`src/rtl/jb_pa_prot_pkg.sv`:
```
// rtl/jb_pa_prot_pkg.sv - shared types and helpers for the PA slew-trip protection stage
package jb_pa_prot_pkg;

  typedef enum logic [1:0] {
    ARMED   = 2'd0,
    TRIPPED = 2'd1,
    HOLDOFF = 2'd2,
    RAMP    = 2'd3
  } slew_trip_state_t;

  localparam int TRIP_CNT_W = 16;

  // Increment that sticks at all-ones instead of wrapping.
  function automatic logic [TRIP_CNT_W-1:0] sat_inc(input logic [TRIP_CNT_W-1:0] v);
    return (v == {TRIP_CNT_W{1'b1}}) ? v : v + {{(TRIP_CNT_W-1){1'b0}}, 1'b1};
  endfunction

endpackage

```
`src/rtl/jb_iq_delay_line.sv`:
```
// rtl/jb_iq_delay_line.sv - fixed-depth shift register aligning {valid, iq} with the detector flag
module jb_iq_delay_line #(
  parameter int WIDTH = 33,
  parameter int DEPTH = 5
) (
  input  logic             clk,
  input  logic             reset,
  input  logic [WIDTH-1:0] din,
  output logic [WIDTH-1:0] dout
);

  generate
    if (DEPTH == 0) begin : g_wire
      assign dout = din;
    end else begin : g_pipe
      logic [WIDTH-1:0] stage_q [DEPTH];

      // Shift every cycle; valid travels with the data so gaps are preserved.
      always_ff @(posedge clk) begin
        if (reset) begin
          for (int i = 0; i < DEPTH; i++) stage_q[i] <= '0;
        end else begin
          stage_q[0] <= din;
          for (int i = 1; i < DEPTH; i++) stage_q[i] <= stage_q[i-1];
        end
      end

      assign dout = stage_q[DEPTH-1];
    end
  endgenerate

endmodule

```
`src/rtl/jb_iq_slew_trip_ctrl.sv`:
```
// rtl/jb_iq_slew_trip_ctrl.sv - slew-error window counter, PA trip/mute FSM; JB_SLEW_TRIP_RAMP_EN adds a recovery gain ramp
module jb_iq_slew_trip_ctrl
  import jb_pa_prot_pkg::*;
#(
  parameter int IQ_PRECISION = 16,
  parameter int DET_LATENCY  = 5,
  parameter int CNT_W        = 16
`ifdef JB_SLEW_TRIP_RAMP_EN
  , parameter int RAMP_BITS  = 6
`endif
) (
  input  logic                      clk,
  input  logic                      reset,
  input  logic [2*IQ_PRECISION-1:0] iq_in,
  input  logic                      iq_in_valid,
  input  logic                      iq_slew_error,
  input  logic                      cfg_enable,
  input  logic [CNT_W-1:0]          cfg_err_thresh,
  input  logic [CNT_W-1:0]          cfg_window_len,
  input  logic [CNT_W-1:0]          cfg_holdoff_len,
  input  logic                      cfg_auto_recover,
  input  logic                      trip_clear,
  output logic [2*IQ_PRECISION-1:0] iq_out,
  output logic                      iq_out_valid,
  output logic                      pa_trip,
  output logic [TRIP_CNT_W-1:0]     trip_count
);

  localparam int IQ_W = 2 * IQ_PRECISION;
  localparam logic [CNT_W-1:0] CNT_ONE   = {{(CNT_W-1){1'b0}}, 1'b1};
  localparam logic [CNT_W:0]   CNT_ONE_X = {{CNT_W{1'b0}}, 1'b1};

  logic [IQ_W:0]          dl_out;
  logic                   dv;
  logic [IQ_W-1:0]        d_iq;
  slew_trip_state_t       state_q;
  logic [CNT_W-1:0]       win_cnt_q, err_cnt_q, hold_cnt_q;
  logic [TRIP_CNT_W-1:0]  trip_cnt_q;
  logic                   pa_trip_q;
  logic [CNT_W-1:0]       thresh_eff, win_eff;
  logic                   win_wrap, trip_now, hold_done, mute;

`ifdef JB_SLEW_TRIP_RAMP_EN
  localparam logic [RAMP_BITS:0] GAIN_ONE  = {{RAMP_BITS{1'b0}}, 1'b1};
  localparam logic [RAMP_BITS:0] GAIN_FULL = {1'b1, {RAMP_BITS{1'b0}}};
  logic [RAMP_BITS:0] gain_q;
`endif

  jb_iq_delay_line #(.WIDTH(IQ_W + 1), .DEPTH(DET_LATENCY)) u_dly (
    .clk   (clk),
    .reset (reset),
    .din   ({iq_in_valid, iq_in}),
    .dout  (dl_out)
  );

  assign {dv, d_iq} = dl_out;
  assign pa_trip    = pa_trip_q;
  assign trip_count = trip_cnt_q;

  // Trip decision and mute; zero-length thresholds/windows behave as one.
  always_comb begin
    thresh_eff = (cfg_err_thresh == '0) ? CNT_ONE : cfg_err_thresh;
    win_eff    = (cfg_window_len == '0) ? CNT_ONE : cfg_window_len;
    win_wrap   = (win_cnt_q == win_eff - CNT_ONE);
    trip_now   = cfg_enable && (state_q == ARMED) && dv && iq_slew_error &&
                 (({1'b0, err_cnt_q} + CNT_ONE_X) >= {1'b0, thresh_eff});
    hold_done  = (cfg_holdoff_len == '0) ||
                 (dv && ((hold_cnt_q + CNT_ONE) >= cfg_holdoff_len));
    mute       = cfg_enable && (trip_now || (state_q == TRIPPED) || (state_q == HOLDOFF));
  end

  // Protection FSM with window/error/holdoff counters and registered pa_trip.
  always_ff @(posedge clk) begin
    if (reset) begin
      state_q    <= ARMED;
      win_cnt_q  <= '0;
      err_cnt_q  <= '0;
      hold_cnt_q <= '0;
      trip_cnt_q <= '0;
      pa_trip_q  <= 1'b0;
`ifdef JB_SLEW_TRIP_RAMP_EN
      gain_q     <= '0;
`endif
    end else if (!cfg_enable) begin
      state_q    <= ARMED;
      win_cnt_q  <= '0;
      err_cnt_q  <= '0;
      hold_cnt_q <= '0;
      pa_trip_q  <= 1'b0;
`ifdef JB_SLEW_TRIP_RAMP_EN
      gain_q     <= '0;
`endif
    end else begin
      case (state_q)
        ARMED: begin
          if (trip_now) begin
            state_q    <= TRIPPED;
            pa_trip_q  <= 1'b1;
            trip_cnt_q <= sat_inc(trip_cnt_q);
            win_cnt_q  <= '0;
            err_cnt_q  <= '0;
          end else if (dv) begin
            // An error on the wrap sample could only matter for the trip test above.
            if (win_wrap) begin
              win_cnt_q <= '0;
              err_cnt_q <= '0;
            end else begin
              win_cnt_q <= win_cnt_q + CNT_ONE;
              if (iq_slew_error) err_cnt_q <= err_cnt_q + CNT_ONE;
            end
          end
        end
        TRIPPED: begin
          if (cfg_auto_recover || trip_clear) begin
            state_q    <= HOLDOFF;
            hold_cnt_q <= '0;
          end
        end
        HOLDOFF: begin
          if (hold_done) begin
`ifdef JB_SLEW_TRIP_RAMP_EN
            state_q    <= RAMP;
            gain_q     <= '0;
`else
            state_q    <= ARMED;
`endif
            pa_trip_q  <= 1'b0;
            hold_cnt_q <= '0;
          end else if (dv) begin
            hold_cnt_q <= hold_cnt_q + CNT_ONE;
          end
        end
`ifdef JB_SLEW_TRIP_RAMP_EN
        RAMP: begin
          if (dv) begin
            if (gain_q == GAIN_FULL) state_q <= ARMED;
            else                     gain_q  <= gain_q + GAIN_ONE;
          end
        end
`endif
        default: state_q <= ARMED;
      endcase
    end
  end

`ifdef JB_SLEW_TRIP_RAMP_EN
  logic [IQ_W-1:0]                      s1_iq;
  logic                                 s1_valid;
  logic [RAMP_BITS:0]                   s1_gain;
  logic signed [IQ_PRECISION+RAMP_BITS+1:0] prod_i, prod_q;

  // First output stage: mute and capture the gain that applies to this sample.
  always_ff @(posedge clk) begin
    if (reset) begin
      s1_iq    <= '0;
      s1_valid <= 1'b0;
      s1_gain  <= '0;
    end else begin
      s1_iq    <= mute ? '0 : d_iq;
      s1_valid <= dv;
      s1_gain  <= (cfg_enable && (state_q == RAMP)) ? gain_q : GAIN_FULL;
    end
  end

  // Scale each component by gain / 2^RAMP_BITS with an arithmetic shift.
  always_comb begin
    prod_i = '0;
    prod_q = '0;
    prod_i = ($signed(s1_iq[IQ_PRECISION-1:0]) * $signed({1'b0, s1_gain})) >>> RAMP_BITS;
    prod_q = ($signed(s1_iq[IQ_W-1:IQ_PRECISION]) * $signed({1'b0, s1_gain})) >>> RAMP_BITS;
  end

  // Second output stage: scaled sample to the PA path.
  always_ff @(posedge clk) begin
    if (reset) begin
      iq_out       <= '0;
      iq_out_valid <= 1'b0;
    end else begin
      iq_out       <= {prod_q[IQ_PRECISION-1:0], prod_i[IQ_PRECISION-1:0]};
      iq_out_valid <= s1_valid;
    end
  end
`else
  // Output register: muted or passed-through sample, valid never gapped.
  always_ff @(posedge clk) begin
    if (reset) begin
      iq_out       <= '0;
      iq_out_valid <= 1'b0;
    end else begin
      iq_out       <= mute ? '0 : d_iq;
      iq_out_valid <= dv;
    end
  end
`endif

endmodule
```
`config.mk`:
```
export PLATFORM = sky130hd
export DESIGN_NAME = jb_iq_slew_trip_ctrl
export DESIGN_NICKNAME = d
export VERILOG_FILES = /design/src/rtl/jb_pa_prot_pkg.sv /design/src/rtl/jb_iq_delay_line.sv /design/src/rtl/jb_iq_slew_trip_ctrl.sv
export SDC_FILE = /design/constraint.sdc
export NUM_CORES = 1
export LEC_CHECK = 0
export ABC_AREA = 0
export BUFFER_PORTS_ARGS = -buffer_cell sky130_fd_sc_hd__buf_4
export CORE_UTILIZATION = 52
export CTS_CLUSTER_DIAMETER = 120
export CTS_CLUSTER_SIZE = 8
export DETAILED_ROUTE_END_ITERATION = 10
export GPL_ROUTABILITY_DRIVEN = 0
export GPL_TIMING_DRIVEN = 0
export PLACE_DENSITY = 0.76
export SLEW_MARGIN = 10
export SYNTH_ARGS = -nofsm -noshare
export SYNTH_HDL_FRONTEND = slang
export SYNTH_SLANG_ARGS = --single-unit
```
`constraint.sdc`:
```
create_clock -name clk -period 3.65 [get_ports clk]
set_input_delay 0.365 -clock clk [delete_from_list [all_inputs] [get_ports clk]]
set_output_delay 0.365 -clock clk [all_outputs]
set_load 0.1 [all_outputs]
```
==> impl_metrics.env, run 1 <==
export IMPL_status="completed"
export IMPL_min_from="iq_in[13]"
export IMPL_finalSetupViolations=0
export IMPL_seq_area_frac_synth=0.5141
export IMPL_num_vias=7754
export IMPL_cp_arrival_ns=4.04
export IMPL_drt_iter0_drc=431
export IMPL_use_met3=0.04460
export IMPL_dpl_cell_area_um2=11680
export IMPL_ys_warnings_count=0
export IMPL_crit_type="flip-flop to flip-flop"
export IMPL_final_max_slew_violation_count=0
export IMPL_synth_edf_count=0
export IMPL_final_period_utilization=0.9888
export IMPL_synthArstFlopShare=0
export IMPL_wirelength_um=21070
export IMPL_met2_usage=0.3875
export IMPL_rows=51
export IMPL_whs_ns=0.07511
export IMPL_grt_pass1_vias=7294
export IMPL_cp_start_kind="flip-flop"
export IMPL_grt_overflow=0
export IMPL_rr_startpoint="err_cnt_q[0]"
export IMPL_htreeDepth=2
export IMPL_synthCells=1078
export IMPL_syn_nets=1206
export IMPL_grt_busiest_layer="met2"
export IMPL_die_area_um2=20410
export IMPL_synth_top_area_cell="dfxtp_1"
export IMPL_ys_types=61
export IMPL_vdd_drop_max_mv=0.4301
export IMPL_synthTopCellsByCount="265 x dfxtp_1, 170 x nor2b_1, 78 x nand2_1, 59 x nor2_1"
export IMPL_clock_sinks=265
export IMPL_area_growth_pct=26.65
export IMPL_grt_pass1_wl_um=33670
export IMPL_start_util=0.5302
export IMPL_cts_buffers=39
export IMPL_hold_path_class="input port to flip-flop"
export IMPL_synthesis_area_um2=10320
export IMPL_vias_per_cell=5.055
export IMPL_worstSetupEndpointType="flip-flop"
export IMPL_synth_seq_cells=265
export IMPL_finalCriticalPeriod_ns=3.609
export IMPL_r2r_end="trip_count[5]"
export IMPL_fin_skew_ns=0.02470
export IMPL_max_freq_mhz=277.1
export IMPL_wire_per_inst_um=13.74
export IMPL_clk_pin_slew_ns=0.05
export IMPL_max_cap_violations=0
export IMPL_pre_cts_ws_ns=-0.9075
export IMPL_fin_area_um2=13070
export IMPL_cts_root_buf="clkbuf_16"
export IMPL_grt_max_degree=11
export IMPL_reg2reg_depth=17
export IMPL_pin_count=137
export IMPL_cts_tree="yes"
export IMPL_hpwl_um=14490
export IMPL_synth_top_area_frac=0.5141
export IMPL_io_buffers=136
export IMPL_layout_drive_gt1_share=0.2033
export IMPL_design_core_area_um2=19460
export IMPL_avgSynthCellArea_um2=9.573
export IMPL_hold_depth=2
export IMPL_grt_usage=0.2088
export IMPL_tightest_slew_ns=0.9329
export IMPL_synth_ff_type="dfxtp_1"
export IMPL_required_ns=4.08
export IMPL_gr_usage_met1=0.2256
export IMPL_first_pass_iters=5
export IMPL_drtAntennaViolNets=0
export IMPL_die_x_um=142.9
export IMPL_clockBufferDepth=3
export IMPL_hold_viol=0
export IMPL_clk_latency_ns=0.52
export IMPL_worst_slack_ns=0.04076
export IMPL_leakage_nw=5.643
export IMPL_nNetsFinal=1394
export IMPL_cp_max_fo=10
export IMPL_synth_area_leaders="dfxtp_1 51%, nor2b_1 10%, ha_1 5.0%, nand2_1 2.8%, xor2_1 2.8%"
export IMPL_remaining_drc_errors=0
export IMPL_fp_dieH_um=142.9
export IMPL_max_slew_margin=0.3699
export IMPL_min_to="u_dly.g_pipe.stage_q[0][13]"
export IMPL_antenna_cells=0
export IMPL_pwr_density_cell_nw_per_um2=483.3
export IMPL_antenna_found_initial=0
export IMPL_yosysMostFrequentCell="dfxtp_1"
export IMPL_regToRegSetupSlack_ns=0.04
power breakdown:
| part | internal, mW | leakage (nW) | switching, mW |
|---|---|---|---|
| combinational | 0.138 | 2.97 | 0.148 |
| sequential | 2.96 | 2.16 | 0.0100 |
| clock | 1.92 | 0.510 | 1.14 |
final cells by class:
cell class                 count  area, um^2
clock buffer                  41        1005
multi-input combinational    731        4875
tap                          265       331.6
fill                        1531        6392
sequential                   265        5323
inverter                      41       153.9
buffer                        39       217.7
timing repair buffer         149        1131
clock inverter                 3       33.78
worst max-delay path by stage:
stage / start / to / slack [ns]
floorplan: err_cnt_q[0] / iq_out[10] / 0.06
detailed placement: err_cnt_q[0] / iq_out[17] / -0.91
global placement: err_cnt_q[0] / iq_out[20] / -0.91
finish: err_cnt_q[0] / trip_count[5] / 0.04
CTS: err_cnt_q[0] / iq_out[5] / 0.001
global route: err_cnt_q[0] / trip_count[5] / -0.10
registers in the layout, summed over array words and instances, names as in the netlist:
name and count:
state_q 2, win_cnt_q 16, iq_out 32, trip_count 16, err_cnt_q 16, pa_trip 1
hold_cnt_q 16, iq_out_valid 1, u_dly.g_pipe.stage_q 165
through the flow:
stage	total power [mW]	setup TNS [ns]	cells	utilization
detailed placement	3.296	-59.63	1479	0.6001
CTS	6.392	0	1532	0.6657
global route	6.545	-2.740	1534	0.6716
global placement	3.290	-58.03	1479	0.6001
finish	6.316	0	1534	0.6716
floorplan	3.168	0	1078	-
cells in the final DEF, fill, tap and decap left out, types with 9 or more instances in the layout:
cell type / n
nor3_1: 14
nand2_1: 78
inv_1: 41
a21oi_1: 25
nor4_1: 19
and2_1: 37
or3_1: 11
nand3_1: 27
clkbuf_16: 40
dfxtp_1: 257
buf_4: 150
nor2_1: 55
a21o_1: 12
xnor2_1: 25
ha_1: 40
o21ai_0: 38
nand4_1: 14
clkbuf_1: 29
xor2_1: 33
and3_1: 22
or2_2: 9
nor2b_1: 170
layer usage:
metal / vias up / wire (um)
li1: 3983 / -
met1: 3466 / 8276
met2: 238 / 10740
met3: 67 / 1209
met4: 0 / 846
met5: - / 0
logic make-up after synthesis:
logic type               Yosys count  share of synthesized area
adder cells (fa/ha/maj)           41                    0.04971
AND/OR/NAND/NOR                  498                     0.2673
multiplexers                       5                   0.005092
XOR/XNOR                          58                    0.04922
buffers and inverters             82                    0.03273
flip-flops                       265                     0.5141
AO/OA/AOI/OAI                    129                    0.08184
what timing repair did:
action                                 in CTS  in global routing
pin swaps                                   7                  5
hold buffers                                0                  0
gates resized for setup                    43                 25
buffers inserted                            9                  3
gates cloned                                1                  0
setup endpoints to repair                  99                 82
endpoints found under the hold margin       0                  0
worst max-delay path: stages, from the launching register on:
cell,delay [ns]
dfxtp_4,0.40
ha_2,0.25
nand3_4,0.13
nor2_2,0.15
nand3_1,0.19
nor2_1,0.23
xor2_1,0.28
ha_1,0.20
a21o_1,0.12
a21oi_2,0.06
buf_4,0.14
a21oi_2,0.19
o31ai_4,0.11
a21oi_4,0.25
nand3_2,0.15
buf_4,0.24
or3_1,0.30
a21oi_1,0.14
Power figures use the tool's default switching activity.
==> inputs of run 2 (changes only) <==
Settings changed: PLACE_DENSITY 0.76 to 0.79.
==> run 2 against run 1 <==
Combinational power about the same. Final cell count barely moved. Sequential share of layout area about the same. Global-route usage grew 0.55 points. Power up 0.37%. Final area is essentially flat. Sequential power about the same. Flip-flop and latch count did not move. Core utilization barely moved. Register-to-register slack improved by 0.12 ns. Critical endpoint is now iq_out[26].
==> impl_metrics.env, run 2 (synthesized netlist as in run 1, its figures left out) <==
export IMPL_max_freq_mhz=286.3
export IMPL_fin_area_um2=13080
export IMPL_finalSetupViolations=0
export IMPL_fp_dieH_um=142.9
export IMPL_antenna_cells=0
export IMPL_ctsHoldBuffers=0
export IMPL_first_pass_iters=6
export IMPL_utilization=0.6718
export IMPL_clockBufferDepth=3
export IMPL_regMostFlops="u_dly.g_pipe.stage_q"
export IMPL_cp_max_fo=7
export IMPL_final_period_utilization=0.9571
export IMPL_drt_iter0_drc=277
export IMPL_final_cell_mix="258 x dfxtp_1, 170 x nor2b_1, 148 x buf_4, 78 x nand2_1, 56 x nor2_1"
export IMPL_wire_per_inst_um=14.06
export IMPL_final_common_cell="dfxtp_1"
export IMPL_seq_area_um2=5319
export IMPL_dpl_cell_area_um2=11680
export IMPL_max_cap_violations=0
export IMPL_worstSetupEndpointType="flip-flop"
export IMPL_regToRegSetupSlack_ns=0.16
export IMPL_rows=51
export IMPL_htreeDepth=2
export IMPL_clk_latency_ns=0.52
export IMPL_antenna_found_initial=0
export IMPL_status="completed"
export IMPL_cp_start_kind="flip-flop"
export IMPL_final_max_slew_violation_count=0
export IMPL_layout_drive_gt1_share=0.2019
export IMPL_crit_type="flip-flop to flip-flop"
export IMPL_area_growth_pct=26.70
export IMPL_place_inst=1479
export IMPL_intPower_mw=4.995
export IMPL_top_regs="u_dly.g_pipe.stage_q x165, iq_out x32"
export IMPL_switching_power_mw=1.344
export IMPL_grt_pass1_vias=7459
export IMPL_die_area_um2=20410
export IMPL_grt_max_degree=13
export IMPL_grt_overflow=0
export IMPL_leakage_nw=5.639
export IMPL_vias_per_cell=5.105
export IMPL_multi_input_area_um2=4872
export IMPL_tightest_slew_ns=0.8253
export IMPL_pin_count=137
export IMPL_hold_viol=0
export IMPL_nNetsFinal=1393
export IMPL_hpwl_um=14810
export IMPL_die_x_um=142.9
export IMPL_wirelength_um=21550
export IMPL_clk_pin_slew_ns=0.05
export IMPL_remaining_drc_errors=0
export IMPL_vdd_drop_max_mv=0.4646
export IMPL_max_slew_margin=0.4425
export IMPL_power_frac_seq=0.468
export IMPL_fin_skew_ns=0.02737
export IMPL_grt_usage=0.2143
export IMPL_drtAntennaViolNets=0
export IMPL_cts_tree="yes"
export IMPL_finalCriticalPeriod_ns=3.493
export IMPL_p_sw_frac=0.2120
export IMPL_clock_sinks=265
export IMPL_required_ns=4.10
export IMPL_pwr_density_cell_nw_per_um2=484.9
export IMPL_cts_buffers=39
export IMPL_grt_pass1_wl_um=34510
export IMPL_largest_register_ffs=165
export IMPL_num_vias=7826
export IMPL_instances_no_fill=1533
export IMPL_cp_arrival_ns=3.95
export IMPL_cts_root_buf="clkbuf_16"
export IMPL_p_comb_frac=0.045
export IMPL_pwr_share_clk=0.487
export IMPL_power_total_mw=6.340
export IMPL_design_core_area_um2=19460
export IMPL_io_buffers=136
export IMPL_fill_cells=1517
export IMPL_hold_path_class="input port to flip-flop"
export IMPL_start_util=0.5302
[run 2: changes by cell type in the layout (fill, tap and decap cells not counted), sizes merged]
cell    delta
buf        -2
clkinv     +1
[run 2: worst max-delay path, stage by stage, from the launching register on]
cell      delay, ns
dfxtp_4        0.40
nand3_4        0.10
or3_4          0.37
nor2_2         0.11
and3_4         0.23
xor2_2         0.18
ha_1           0.27
a21o_1         0.19
a21oi_2        0.17
o221ai_2       0.13
o31ai_4        0.24
a21oi_4        0.13
or3_4          0.36
a21oi_4        0.15
buf_12         0.14
clkbuf_4       0.15
and2_1         0.13
[run 2: final cells by class]
cell class	instances	share of cell area
Sequential cell	265	0.4068
Multi-Input combinational cell	731	0.3726
Timing Repair Buffer	148	0.08593
Clock buffer	40	0.07493
Tap cell	265	0.02536
Buffer	39	0.01665
Inverter	41	0.01177
Clock inverter	4	0.005933
[run 2: power by group through the flow]
stage               Clock [mW]  Sequential, mW  Combinational (mW)
global placement             0            3.02               0.269
global route              3.30            2.97               0.317
detailed placement           0            3.02               0.275
finish                    3.09            2.97               0.287
CTS                       3.15            2.97               0.287
floorplan                    0            3.03               0.135
[run 2: path summary, 6_finish.rpt]
path / start / end / depth (start not counted)
worst max-delay path: err_cnt_q[0] / iq_out[26] / 16
worst min-delay path: iq_in[23] / u_dly.g_pipe.stage_q[0][23] / 2
worst max register to register: err_cnt_q[0] / iq_out[26] / 16
worst min register to register: u_dly.g_pipe.stage_q[0][138] / iq_out[6] / 1
[run 2: through the flow]
| step | hold WS, ns | TNS [ns] | setup slack, ns |
|---|---|---|---|
| final | 0.05721 | 0 | 0.1566 |
| after global routing | 0.04657 | -0.1569 | -0.03462 |
| after CTS | 0.03821 | 0 | 0.01456 |
| after detailed placement | 0.4097 | -67.48 | -1.023 |
| after global placement | 0.4076 | -57.04 | -0.9184 |
| after floorplan | 0.4057 | 0 | 0.05560 |
[run 2: repair_timing]
action,in CTS,in global routing
endpoints found under the setup margin,99,78
hold endpoints to repair,0,0
pin swaps,8,3
gates cloned,2,0
gates resized for setup,41,24
buffers inserted,9,1
[run 2: layer usage]
layer / global-route usage / up-vias / share of wire
li1: - / 3970 / -
met1: 0.2235 / 3598 / 0.38
met2: 0.4084 / 211 / 0.53
met3: 0.04829 / 47 / 0.058
met4: 0.09281 / 0 / 0.031
met5: 0 / - / 0
